`src/rtl/spi_seq_pkg.sv`:
```
// Shared definitions for the SPI transaction sequencer.
// Contents: FSM state encoding, SPI word width, response FIFO entry layout
// (err flag present only when SPI_SEQ_TIMEOUT_EN is defined), clog2 helper.
package spi_seq_pkg;

    localparam int unsigned SPI_WORD_W = 32;

    typedef enum logic [2:0] {
        ST_IDLE    = 3'd0,
        ST_LOAD    = 3'd1,
        ST_RUN     = 3'd2,
        ST_CAPTURE = 3'd3,
        ST_GAP     = 3'd4
    } seq_state_e;

`ifdef SPI_SEQ_TIMEOUT_EN
    typedef struct packed {
        logic                  err;
        logic [SPI_WORD_W-1:0] data;
    } rsp_entry_t;
`else
    typedef struct packed {
        logic [SPI_WORD_W-1:0] data;
    } rsp_entry_t;
`endif

    localparam int unsigned RSP_ENTRY_W = $bits(rsp_entry_t);

    // Ceiling log2 for elaboration-time width math.
    function automatic int unsigned clog2(input int unsigned value);
        int unsigned r;
        r = 0;
        for (int unsigned i = 0; i < 32; i++) begin
            if ((64'd1 << i) < 64'(value)) r = i + 1;
        end
        return r;
    endfunction

endpackage

```
`src/rtl/spi_seq_fifo.sv`:
```
// Synchronous FIFO, async active-low reset, power-of-2 depth.
// Ports: clk, rst_n; write side wr_valid/wr_data/wr_ready (ready = not full);
// read side rd_valid/rd_data/rd_ready (rd_data is the head entry, popped on valid&ready).
module spi_seq_fifo
    import spi_seq_pkg::*;
#(
    parameter int unsigned WIDTH = 32,
    parameter int unsigned DEPTH = 4
) (
    input  logic             clk,
    input  logic             rst_n,
    input  logic             wr_valid,
    input  logic [WIDTH-1:0] wr_data,
    output logic             wr_ready,
    output logic             rd_valid,
    output logic [WIDTH-1:0] rd_data,
    input  logic             rd_ready
);

    localparam int unsigned AW = clog2(DEPTH);
    localparam int unsigned CW = AW + 1;

    logic [WIDTH-1:0] mem [DEPTH];
    logic [AW-1:0]    wr_ptr;
    logic [AW-1:0]    rd_ptr;
    logic [CW-1:0]    count;
    logic             do_wr;
    logic             do_rd;

    // Full is judged on the registered count only, so a same-cycle pop never frees a slot early.
    assign wr_ready = (count != CW'(DEPTH));
    assign rd_valid = (count != CW'(0));
    assign rd_data  = mem[rd_ptr];
    assign do_wr    = wr_valid & wr_ready;
    assign do_rd    = rd_valid & rd_ready;

    // Storage, no reset needed.
    always_ff @(posedge clk) begin
        if (do_wr) mem[wr_ptr] <= wr_data;
    end

    // Pointers wrap naturally at power-of-2 depth.
    always_ff @(posedge clk or negedge rst_n) begin
        if (!rst_n) begin
            wr_ptr <= '0;
            rd_ptr <= '0;
            count  <= '0;
        end else begin
            if (do_wr) wr_ptr <= wr_ptr + AW'(1);
            if (do_rd) rd_ptr <= rd_ptr + AW'(1);
            case ({do_wr, do_rd})
                2'b10:   count <= count + CW'(1);
                2'b01:   count <= count - CW'(1);
                default: count <= count;
            endcase
        end
    end

endmodule

```
`src/rtl/spi_txn_sequencer.sv`:
```
// Command sequencer in front of a 32-bit SPI transmitter: one frame per command word,
// received word captured into a response FIFO, minimum CS-high gap between frames.
// Ports: clk, rst (async active-low); cmd_valid/cmd_data/cmd_ready command in;
// rsp_valid/rsp_data/rsp_err/rsp_ready response out; spi_rst_n/spi_send_data drive the
// transmitter, spi_send_complete/spi_recv_data come back from it; busy = frame in progress.
// Macro SPI_SEQ_TIMEOUT_EN adds a RUN-state watchdog that aborts a frame after
// TIMEOUT_CYCLES and returns an err=1, data=0 response.
module spi_txn_sequencer
    import spi_seq_pkg::*;
#(
    parameter int unsigned CMD_DEPTH      = 4,
    parameter int unsigned RSP_DEPTH      = 4,
    parameter int unsigned GAP_CYCLES     = 2,
    parameter int unsigned TIMEOUT_CYCLES = 256
) (
    input  logic                  clk,
    input  logic                  rst,
    input  logic                  cmd_valid,
    input  logic [SPI_WORD_W-1:0] cmd_data,
    output logic                  cmd_ready,
    output logic                  rsp_valid,
    output logic [SPI_WORD_W-1:0] rsp_data,
    output logic                  rsp_err,
    input  logic                  rsp_ready,
    output logic                  spi_rst_n,
    output logic [SPI_WORD_W-1:0] spi_send_data,
    input  logic                  spi_send_complete,
    input  logic [SPI_WORD_W-1:0] spi_recv_data,
    output logic                  busy
);

    localparam int unsigned GAP_W = clog2(GAP_CYCLES + 1);

    if (GAP_CYCLES < 1 || TIMEOUT_CYCLES < 1 || CMD_DEPTH < 2 || RSP_DEPTH < 2) begin : g_bad_params
        $error("spi_txn_sequencer: illegal parameter values");
    end

    seq_state_e            state_q;
    seq_state_e            state_d;
    logic                  cmd_pop;
    logic                  cmd_head_valid;
    logic [SPI_WORD_W-1:0] cmd_head;
    logic                  rsp_push;
    logic                  rsp_wr_ready;
    rsp_entry_t            rsp_wr_entry;
    rsp_entry_t            rsp_rd_entry;
    logic [GAP_W-1:0]      gap_cnt_q;
    logic                  gap_done;
    logic                  spi_rst_n_d;
    logic                  busy_d;
    logic                  timeout_c;
    logic                  abort_c;

    spi_seq_fifo #(.WIDTH(SPI_WORD_W), .DEPTH(CMD_DEPTH)) u_cmd_fifo (
        .clk      (clk),
        .rst_n    (rst),
        .wr_valid (cmd_valid),
        .wr_data  (cmd_data),
        .wr_ready (cmd_ready),
        .rd_valid (cmd_head_valid),
        .rd_data  (cmd_head),
        .rd_ready (cmd_pop)
    );

    spi_seq_fifo #(.WIDTH(RSP_ENTRY_W), .DEPTH(RSP_DEPTH)) u_rsp_fifo (
        .clk      (clk),
        .rst_n    (rst),
        .wr_valid (rsp_push),
        .wr_data  (rsp_wr_entry),
        .wr_ready (rsp_wr_ready),
        .rd_valid (rsp_valid),
        .rd_data  (rsp_rd_entry),
        .rd_ready (rsp_ready)
    );

    assign rsp_data = rsp_rd_entry.data;

`ifdef SPI_SEQ_TIMEOUT_EN
    localparam int unsigned WD_W = clog2(TIMEOUT_CYCLES + 1);

    logic [WD_W-1:0] wd_cnt_q;
    logic            abort_q;

    // Watchdog runs only in RUN; held at zero elsewhere so it restarts on each RUN entry.
    always_ff @(posedge clk or negedge rst) begin
        if (!rst)                  wd_cnt_q <= '0;
        else if (state_q != ST_RUN) wd_cnt_q <= '0;
        else                       wd_cnt_q <= wd_cnt_q + WD_W'(1);
    end

    // Completion wins over expiry in the same cycle.
    assign timeout_c = (state_q == ST_RUN) && !spi_send_complete &&
                       (wd_cnt_q == WD_W'(TIMEOUT_CYCLES - 1));

    // Marks the CAPTURE in progress as an aborted frame until its response is pushed.
    always_ff @(posedge clk or negedge rst) begin
        if (!rst)           abort_q <= 1'b0;
        else if (timeout_c) abort_q <= 1'b1;
        else if (rsp_push)  abort_q <= 1'b0;
    end

    assign abort_c            = abort_q | timeout_c;
    assign rsp_wr_entry.err  = abort_q;
    assign rsp_wr_entry.data = abort_q ? SPI_WORD_W'(0) : spi_recv_data;
    assign rsp_err           = rsp_rd_entry.err;
`else
    assign timeout_c          = 1'b0;
    assign abort_c            = 1'b0;
    assign rsp_wr_entry.data = spi_recv_data;
    assign rsp_err           = 1'b0;
`endif

    // GAP dwell counter, cleared whenever outside GAP.
    always_ff @(posedge clk or negedge rst) begin
        if (!rst)                   gap_cnt_q <= '0;
        else if (state_q != ST_GAP) gap_cnt_q <= '0;
        else                        gap_cnt_q <= gap_cnt_q + GAP_W'(1);
    end

    assign gap_done = (gap_cnt_q == GAP_W'(GAP_CYCLES - 1));

    // State register plus registered outputs decoded from the next state.
    always_ff @(posedge clk or negedge rst) begin
        if (!rst) begin
            state_q       <= ST_IDLE;
            spi_rst_n     <= 1'b0;
            busy          <= 1'b0;
            spi_send_data <= '0;
        end else begin
            state_q   <= state_d;
            spi_rst_n <= spi_rst_n_d;
            busy      <= busy_d;
            if (cmd_pop) spi_send_data <= cmd_head;
        end
    end

    // Next-state logic.
    always_comb begin
        state_d = state_q;
        case (state_q)
            ST_IDLE:    if (cmd_head_valid) state_d = ST_LOAD;
            ST_LOAD:    state_d = ST_RUN;
            ST_RUN:     if (spi_send_complete || timeout_c) state_d = ST_CAPTURE;
            ST_CAPTURE: if (rsp_wr_ready) state_d = ST_GAP;
            ST_GAP:     if (gap_done) state_d = ST_IDLE;
            default:    state_d = ST_IDLE;
        endcase
    end

    // FIFO strobes from the current state; transmitter reset and busy from the next state.
    always_comb begin
        cmd_pop     = 1'b0;
        rsp_push    = 1'b0;
        spi_rst_n_d = 1'b0;
        busy_d      = (state_d != ST_IDLE);
        case (state_q)
            ST_IDLE:    cmd_pop  = cmd_head_valid;
            ST_CAPTURE: rsp_push = rsp_wr_ready;
            default:    ;
        endcase
        case (state_d)
            ST_RUN:     spi_rst_n_d = 1'b1;
            ST_CAPTURE: spi_rst_n_d = !abort_c;
            default:    spi_rst_n_d = 1'b0;
        endcase
    end

endmodule

```
`config.mk`:
```
export PLATFORM = sky130hd
export DESIGN_NAME = spi_txn_sequencer
export DESIGN_NICKNAME = d
export VERILOG_FILES = /design/src/rtl/spi_seq_pkg.sv /design/src/rtl/spi_seq_fifo.sv /design/src/rtl/spi_txn_sequencer.sv
export SDC_FILE = /design/constraint.sdc
export NUM_CORES = 1
export LEC_CHECK = 0
export ABC_CLOCK_PERIOD_IN_PS = 2400
export CAP_MARGIN = 20
export CORE_ASPECT_RATIO = 1.75
export CORE_MARGIN = 10
export CORE_UTILIZATION = 57
export DETAILED_ROUTE_END_ITERATION = 10
export DONT_BUFFER_PORTS = 1
export GPL_TIMING_DRIVEN = 0
export HOLD_SLACK_MARGIN = 0.05
export PLACE_DENSITY = 0.75
export SLEW_MARGIN = 20
export SYNTH_ARGS = -nofsm -noshare
export SYNTH_HDL_FRONTEND = slang
export SYNTH_SLANG_ARGS = --single-unit
```
`constraint.sdc`:
```
create_clock -name clk -period 2.4 [get_ports clk]
set_input_delay 0.24 -clock clk [delete_from_list [all_inputs] [get_ports clk]]
set_output_delay 0.24 -clock clk [all_outputs]
set_load 0.03 [all_outputs]
```
Word-level counts from Yosys, hierarchy flattened:

Memories as Yosys holds them, arrays and structs flattened. A register that Yosys moved wholly into a read port is not among the register bits.
Index checks and enable logic that the tools add are counted.
Widths: inputs -> output; s select.

* register bits: 21
* bits in writable memories: 256
* logic and storage cells: 62
* output and inout port bits: 69
* memories kept: 2
* bits of input ports: 69

* reductions and logical operators: 8
* add/sub/neg operators: 9
* bitwise logic cells: 4
* equal/unequal tests: 14
* multiplexer cells: 15

Memories
* u_cmd_fifo.mem: words 4, bits a word 32, read ports 1, clocked after memory_dff 1, write ports 1, line spi_seq_fifo.sv:23 `logic [WIDTH-1:0] mem [DEPTH];`
* u_rsp_fifo.mem: words 4, bits a word 32, read ports 1, clocked after memory_dff 0, write ports 1, line spi_seq_fifo.sv:23

Operators with widths (number)
* $pmux 3 s5: 1
* $eq 3x2->1 const B: 4
* $mux 3: 4
* $pmux 3 s2: 2
* $add 2x1->2 const B: 5
* $ne 3x3->1 const B: 3
* $reduce_bool 3->1: 3
* $mux 1: 7
* $add 3x1->3 const B: 2
* $eq 2x1->1 const B: 3
* $sub 3x1->3 const B: 2
* $and 1x1->1: 4
* $eq 2x2->1 const B: 2
* $reduce_bool 2->1: 2
* $eq 3x1->1 const B: 1
* $eq 3x3->1 const B: 1
* $logic_not 3->1: 1
* $mux 2: 1
* $reduce_or 2->1: 1
* $logic_not 1->1: 1

Depth between registers and ports, before layout:

Gate-level depths: netlist (run 1).

* depth in word-level cells: 6
* gate-level depth with buffers: 9
* depth with buffers taken out: 9

Hierarchy:

A second synthesis (run 1) with hierarchy kept.

* cells, all modules: 505
* area, all modules: 11711.2 µm²

Modules (own cells, without submodules)
* spi_seq_fifo: instances 2, seq. area each 4018.9 µm², area an instance 5039.8 µm², cells each 205
* spi_txn_sequencer: instances 1, seq. area each 975.9 µm², area an instance 1631.6 µm², cells each 95

Worst setup path before layout (run 1):

Ideal clock, no wire load.

* kind: register to register
* start point: register u_cmd_fifo.count[0]
* end point: register u_cmd_fifo.count[2]
* setup time: 0.079 ns
* data arrival time: 2.192 ns
* setup slack: 0.129 ns
* stages on the path, launching flop included: 10
* required time: 2.321 ns
* cell sequence: dfrtp_1 > or3b_1 > and2_1 > inv_1 > ha_1 > inv_1 > fa_1 > xor2_1 > nor2_1 > xor2_1

RTL lines
* start: declaration: line spi_seq_fifo.sv:26 `logic [CW-1:0] count;`
* start signal: assignment: line spi_seq_fifo.sv:52 `2'b10: count <= count + CW'(1);`
* start signal: assignment: line spi_seq_fifo.sv:53 `2'b01: count <= count - CW'(1);`
* start signal: assignment: line spi_seq_fifo.sv:54 `default: count <= count;`
* $ne 3x3->1 (*): line spi_seq_fifo.sv:31 `assign wr_ready = (count != CW'(DEPTH));`
* net cmd_ready: line spi_txn_sequencer.sv:20 `output logic cmd_ready,`
* $and 1x1->1 (*): line spi_seq_fifo.sv:34 `assign do_wr = wr_valid & wr_ready;`
* $eq 2x1->1 or $eq 2x2->1 (tied branches): line spi_seq_fifo.sv:51 `case ({do_wr, do_rd})`
* $pmux 3 s2 or $reduce_bool 2->1 (tied branches)

Mark *: on every way through the listed nets, which the timed path passes. The rest lies on a longest branch.
A chain may end at the register's enable or synchronous reset.

Final worst setup path (run 1):

Same ends and word-level chain as after synthesis.

==> results of run 1 <==
## where the power goes
| group | switching [uW] | total, uW | leakage [uW] | internal [uW] |
|---|---|---|---|---|
| clock | 1770 | 4140 | 0.000417 | 2380 |
| combinational | 2840 | 5260 | 0.00136 | 2420 |
| sequential | 1160 | 8190 | 0.00296 | 7030 |
## stage by stage
stage	area (um^2)	hold slack (ps)
CTS	13700	162
global placement	11900	-52.0
finish	13700	179
global route	13700	167
detailed placement	12100	-52.0
floorplan	11600	-55.6
## synth_stat cells, drive strengths merged
master,count
o21ai,1
nor3b,2
o31a,1
buf,15
nor4,1
and3,4
or3b,2
xor2,7
conb,1
nand2b,1
nor2,7
edfxtp,256
mux2,34
fa,2
and4bb,1
dfrtp,53
clkbuf,5
mux4,64
or3,2
and3b,1
and2,5
ha,11
inv,13
nor3,3
nand2,1
o21bai,1
xnor2,5
mux2i,3
## registers in the layout, summed over array words and instances (netlist names)
name               count
u_rsp_fifo.mem       128
u_rsp_fifo.count       3
gap_cnt_q              2
u_cmd_fifo.wr_ptr      2
busy                   1
u_cmd_fifo.count       3
u_cmd_fifo.mem       128
state_q                3
spi_rst_n              1
u_rsp_fifo.rd_ptr      2
u_cmd_fifo.rd_ptr      2
spi_send_data         32
u_rsp_fifo.wr_ptr      2
## how the worst max path moves through the flow
stage	start	cells past startpoint	slack [ps]	end
final	u_cmd_fifo.count[0]$_DFFE_PN0P_	9	120	u_cmd_fifo.count[2]$_DFFE_PN0P_
after global routing	u_cmd_fifo.count[0]$_DFFE_PN0P_	9	-2	u_cmd_fifo.count[2]$_DFFE_PN0P_
after CTS	u_cmd_fifo.count[0]$_DFFE_PN0P_	9	40	u_cmd_fifo.count[2]$_DFFE_PN0P_
after detailed placement	state_q[2]$_DFF_PN0_	8	-270	u_cmd_fifo.count[2]$_DFFE_PN0P_
after global placement	state_q[2]$_DFF_PN0_	3	-350	u_rsp_fifo.mem[0][20]$_DFFE_PP_
after floorplan	u_cmd_fifo.count[0]$_DFFE_PN0P_	9	130	u_cmd_fifo.count[2]$_DFFE_PN0P_
## layout make-up
type	instances	area share [%]
inverters	13	0.356
flip-flops and latches	309	65.8
clock inverters	7	0.502
plain buffers	20	1.09
well taps	248	2.26
repair buffers	80	6.61
multi-input cells	160	17.7
clock buffers	41	5.76
## metal layers
metal | up-vias | track usage (%) | part of all wire [%]
met5 | - | 0 | 0
met4 | 0 | 3.90 | 1.5
met3 | 24 | 4.31 | 6.4
met2 | 156 | 30.4 | 57
met1 | 2646 | 17.9 | 35
li1 | 2246 | - | -
## repair_timing
| action | in CTS | in global routing |
|---|---|---|
| pin swaps | 1 | 4 |
| gates cloned | 0 | 0 |
| setup endpoints to repair | 31 | 2 |
| hold endpoints to repair | 313 | 0 |
| hold buffers | 69 | 0 |
| setup buffers | 1 | 2 |
| gates resized for setup | 7 | 3 |
## kinds of logic (layout without fill, tap and decap cells)
group / count (synthesis) / count (layout) / synth area share [%]
mux: 101 / 101 / 16.3
xor+xnor: 12 / 12 / 0.906
fa+ha+maj: 13 / 13 / 1.53
buf+inv: 33 / 161 / 1.59
other cells: 1 / 1 / 0.0323
simple gates: 30 / 30 / 1.74
flops: 309 / 309 / 77.7
compound gates: 3 / 3 / 0.183
==> results by stage, run 1 <==
Global route:
- The final global-route overflow total is 0.
- Global routing consumed, over all layers together, 16.4% of the routing resources.
- The maximum number of pins on one net before global-route repair is 54.
- The wire length of the first global-routing pass is 34000 um.
- The number of global-route vias before repair is 5749.
- The initial antenna violation count came to 0.

Detailed routing:
- In the routed layout, each cell is associated on average with a via count of 5.78.
- The final layout contains routed wiring with a total length of 21700 um.
- Dividing the detail-routed wire length by the instance count gives between 20 and 25 um.
- The via count is 5072.
- The DRC violation count after routing is 0.
- The count of nets left with antenna violations once routing finished came out at 0.
- The first-pass iteration count of the detailed router is 4.
- The detailed router finished its first iteration with 324 violations.

Worst setup path:
- The cell at the slowest stage of the critical path is sky130_fd_sc_hd__or3b_4.
- The capturing element type of the critical path is a register.
- The critical path goes through or3b_4, and2_4, inv_1, ha_2, inv_1, fa_1, xor2_1, nor2_1, xor2_1.
- The worst-case reg-to-reg path depth is 9.
- The startpoint identified for the worst register-to-register timing path is u_cmd_fifo.count[0]$_DFFE_PN0P_.
- Data on the critical path arrives at its endpoint at 2720 ps.
- The family with the most delay on the worst path is simple AND/OR/NAND/NOR gates.
- The class of the most critical setup path is reg2reg.
- On the worst path, the slowest cell contributes a delay of ~500 ps.
- The count of buffer and inverter cells on the critical path is 2.
- Of all nets on the critical path, the largest fanout is 6.
- The worst register-to-register path ends at u_cmd_fifo.count[2]$_DFFE_PN0P_.
- The worst register-to-register path has a setup slack of 120 ps.
- STA puts the critical path data required time at between 2000 and 3000 ps.
- The worst setup path is launched from a register.

STA:
- The fmax is 438 MHz.
- The worst path in the final design needs a cycle of about 2300 ps, including I/O delays and setup.
- Once routing completed, OpenROAD measured the worst setup slack at 117 ps.
- For the pin with the worst max-slew slack, the measured transition is ~670 ps.
- The relative slew slack is 55.4%.
- Adding up every negative setup slack in the final design gives 0 ps.
- The final hold violation count is 0.
- The total setup violations reported at the end of the flow is 0.
- The number of max-slew violations in the final report is 0.
- After layout, the worst path uses a little over nine tenths of the clock period.
- On the final layout, the worst clock skew is between 9 and 10 ps.

Pwr:
- Summed over all cells, the static leakage comes to 0.00473 uW.
- The total power draw is approximately 18000 uW.
- The ratio of total power to cell area is roughly 1300 nW/um^2.
- The maximum vdd ir drop is 0.000918 V.

Clock tree:
- The TritonCTS sink count is 309.
- The buffer depth of the longest clock path is 3.
- The clock tree from TritonCTS is built.
- CTS built an H-tree with a depth of 1.
- CTS placed an instance of sky130_fd_sc_hd__clkbuf_16 at the clock tree root.
- The number of clock buffers added by TritonCTS is 26.
- The later pin in the worst-skew pair is clocked with a latency of 520 ps.
- The post-CTS clock slew at the launch and capture registers of the worst setup and hold paths is 70 ps.

Cells and area:
- The top cell types in the final layout, fill and taps aside, are sky130_fd_sc_hd__edfxtp_1 (256), sky130_fd_sc_hd__dlygate4sd3_1 (68), sky130_fd_sc_hd__mux4_2 (64), sky130_fd_sc_hd__dfrtp_1 (53), sky130_fd_sc_hd__clkbuf_16 (28).
- The sequential cell area is 9010 um^2.
- Relative to the synthesized area, the layout overhead comes to 18.2%.
- In the final layout, the share of cells above drive strength 1 is 28.6%.
- 0 antenna diodes ended up in the layout.
- The final cell count without fillers is 878.
- The combined area of the multi-input logic cells is approximately 2400 um^2.
- The library cell used most frequently in the layout, excluding fill and tap cells, is sky130_fd_sc_hd__edfxtp_1.
- The share of the core filled with cells in the final layout is between 60% and 70%.
- The total number of nets in the final design is 692.
- The number of fill cells in the layout is around 1300.

Placed design:
- After detailed placement, the design holds a cell count of 758.
- Input and output buffers added on the ports amount to 0.
- The final weighted congestion in routability-driven placement is about 0.74.
- The worst setup slack before clock tree synthesis is -266 ps.
- The placed wire-length estimate after detailed placement is 14500 um.

Floorplanning:
- Pin placement for this block handled 138 I/O pins.
- The y dimension of the die is 209 um.
- Once the floorplan was initialized, standard cells occupied 57.4% of the core.
- The core box area is 20200 um^2.
- Row generation in the floorplan step produced 69 rows.
- The floorplan step defined a die boundary enclosing 26700 um^2.
- The chip width is 128 um.

Worst hold path:
- The worst hold path class is in2reg.
- The worst hold path depth is 1.
- The terminating pin of the worst hold path is u_cmd_fifo.mem[2][24]$_DFFE_PP_.
- The startpoint of the tightest hold check path is cmd_valid.

Flow run:
- Max-cap violations in this run came to 0.

Synth:
- The leading area contributor after synthesis is sky130_fd_sc_hd__edfxtp_1.
- The synthesized netlist net count is 584.
- The sequential fraction of the synthesis area is between 70 and 80%.
- The mapped netlist covers 11600 um^2.
- In this run the biggest area consumer among cell types represents 66.3% of the synthesized area.
- The mean post-synth cell area is 23.1 um^2.
- The cell count after synthesis is around 500.
- The number of flip-flops and latches in the synthesized netlist is 309.
- By area the synthesized netlist is led by sky130_fd_sc_hd__edfxtp_1 (66%), sky130_fd_sc_hd__mux4_2 (12%), sky130_fd_sc_hd__dfrtp_1 (11%), sky130_fd_sc_hd__mux2_2 (2.3%), sky130_fd_sc_hd__ha_1 (1.2%).
- For this run, the number of Yosys warnings is 0.
- Yosys mapped the design onto 36 distinct sky130hd cell types.

Run status:
- The run finished with clean final reports.
Note: power is estimated with default switching activity, not from simulation.
==> run 2: changes to the inputs <==
SKIP_LAST_GASP = 1   (was not set)
SLEW_MARGIN = 15   (was 20)
==> results of run 2 <==
Same layout as run 1: the final DEF is identical, and so are final timing and power.
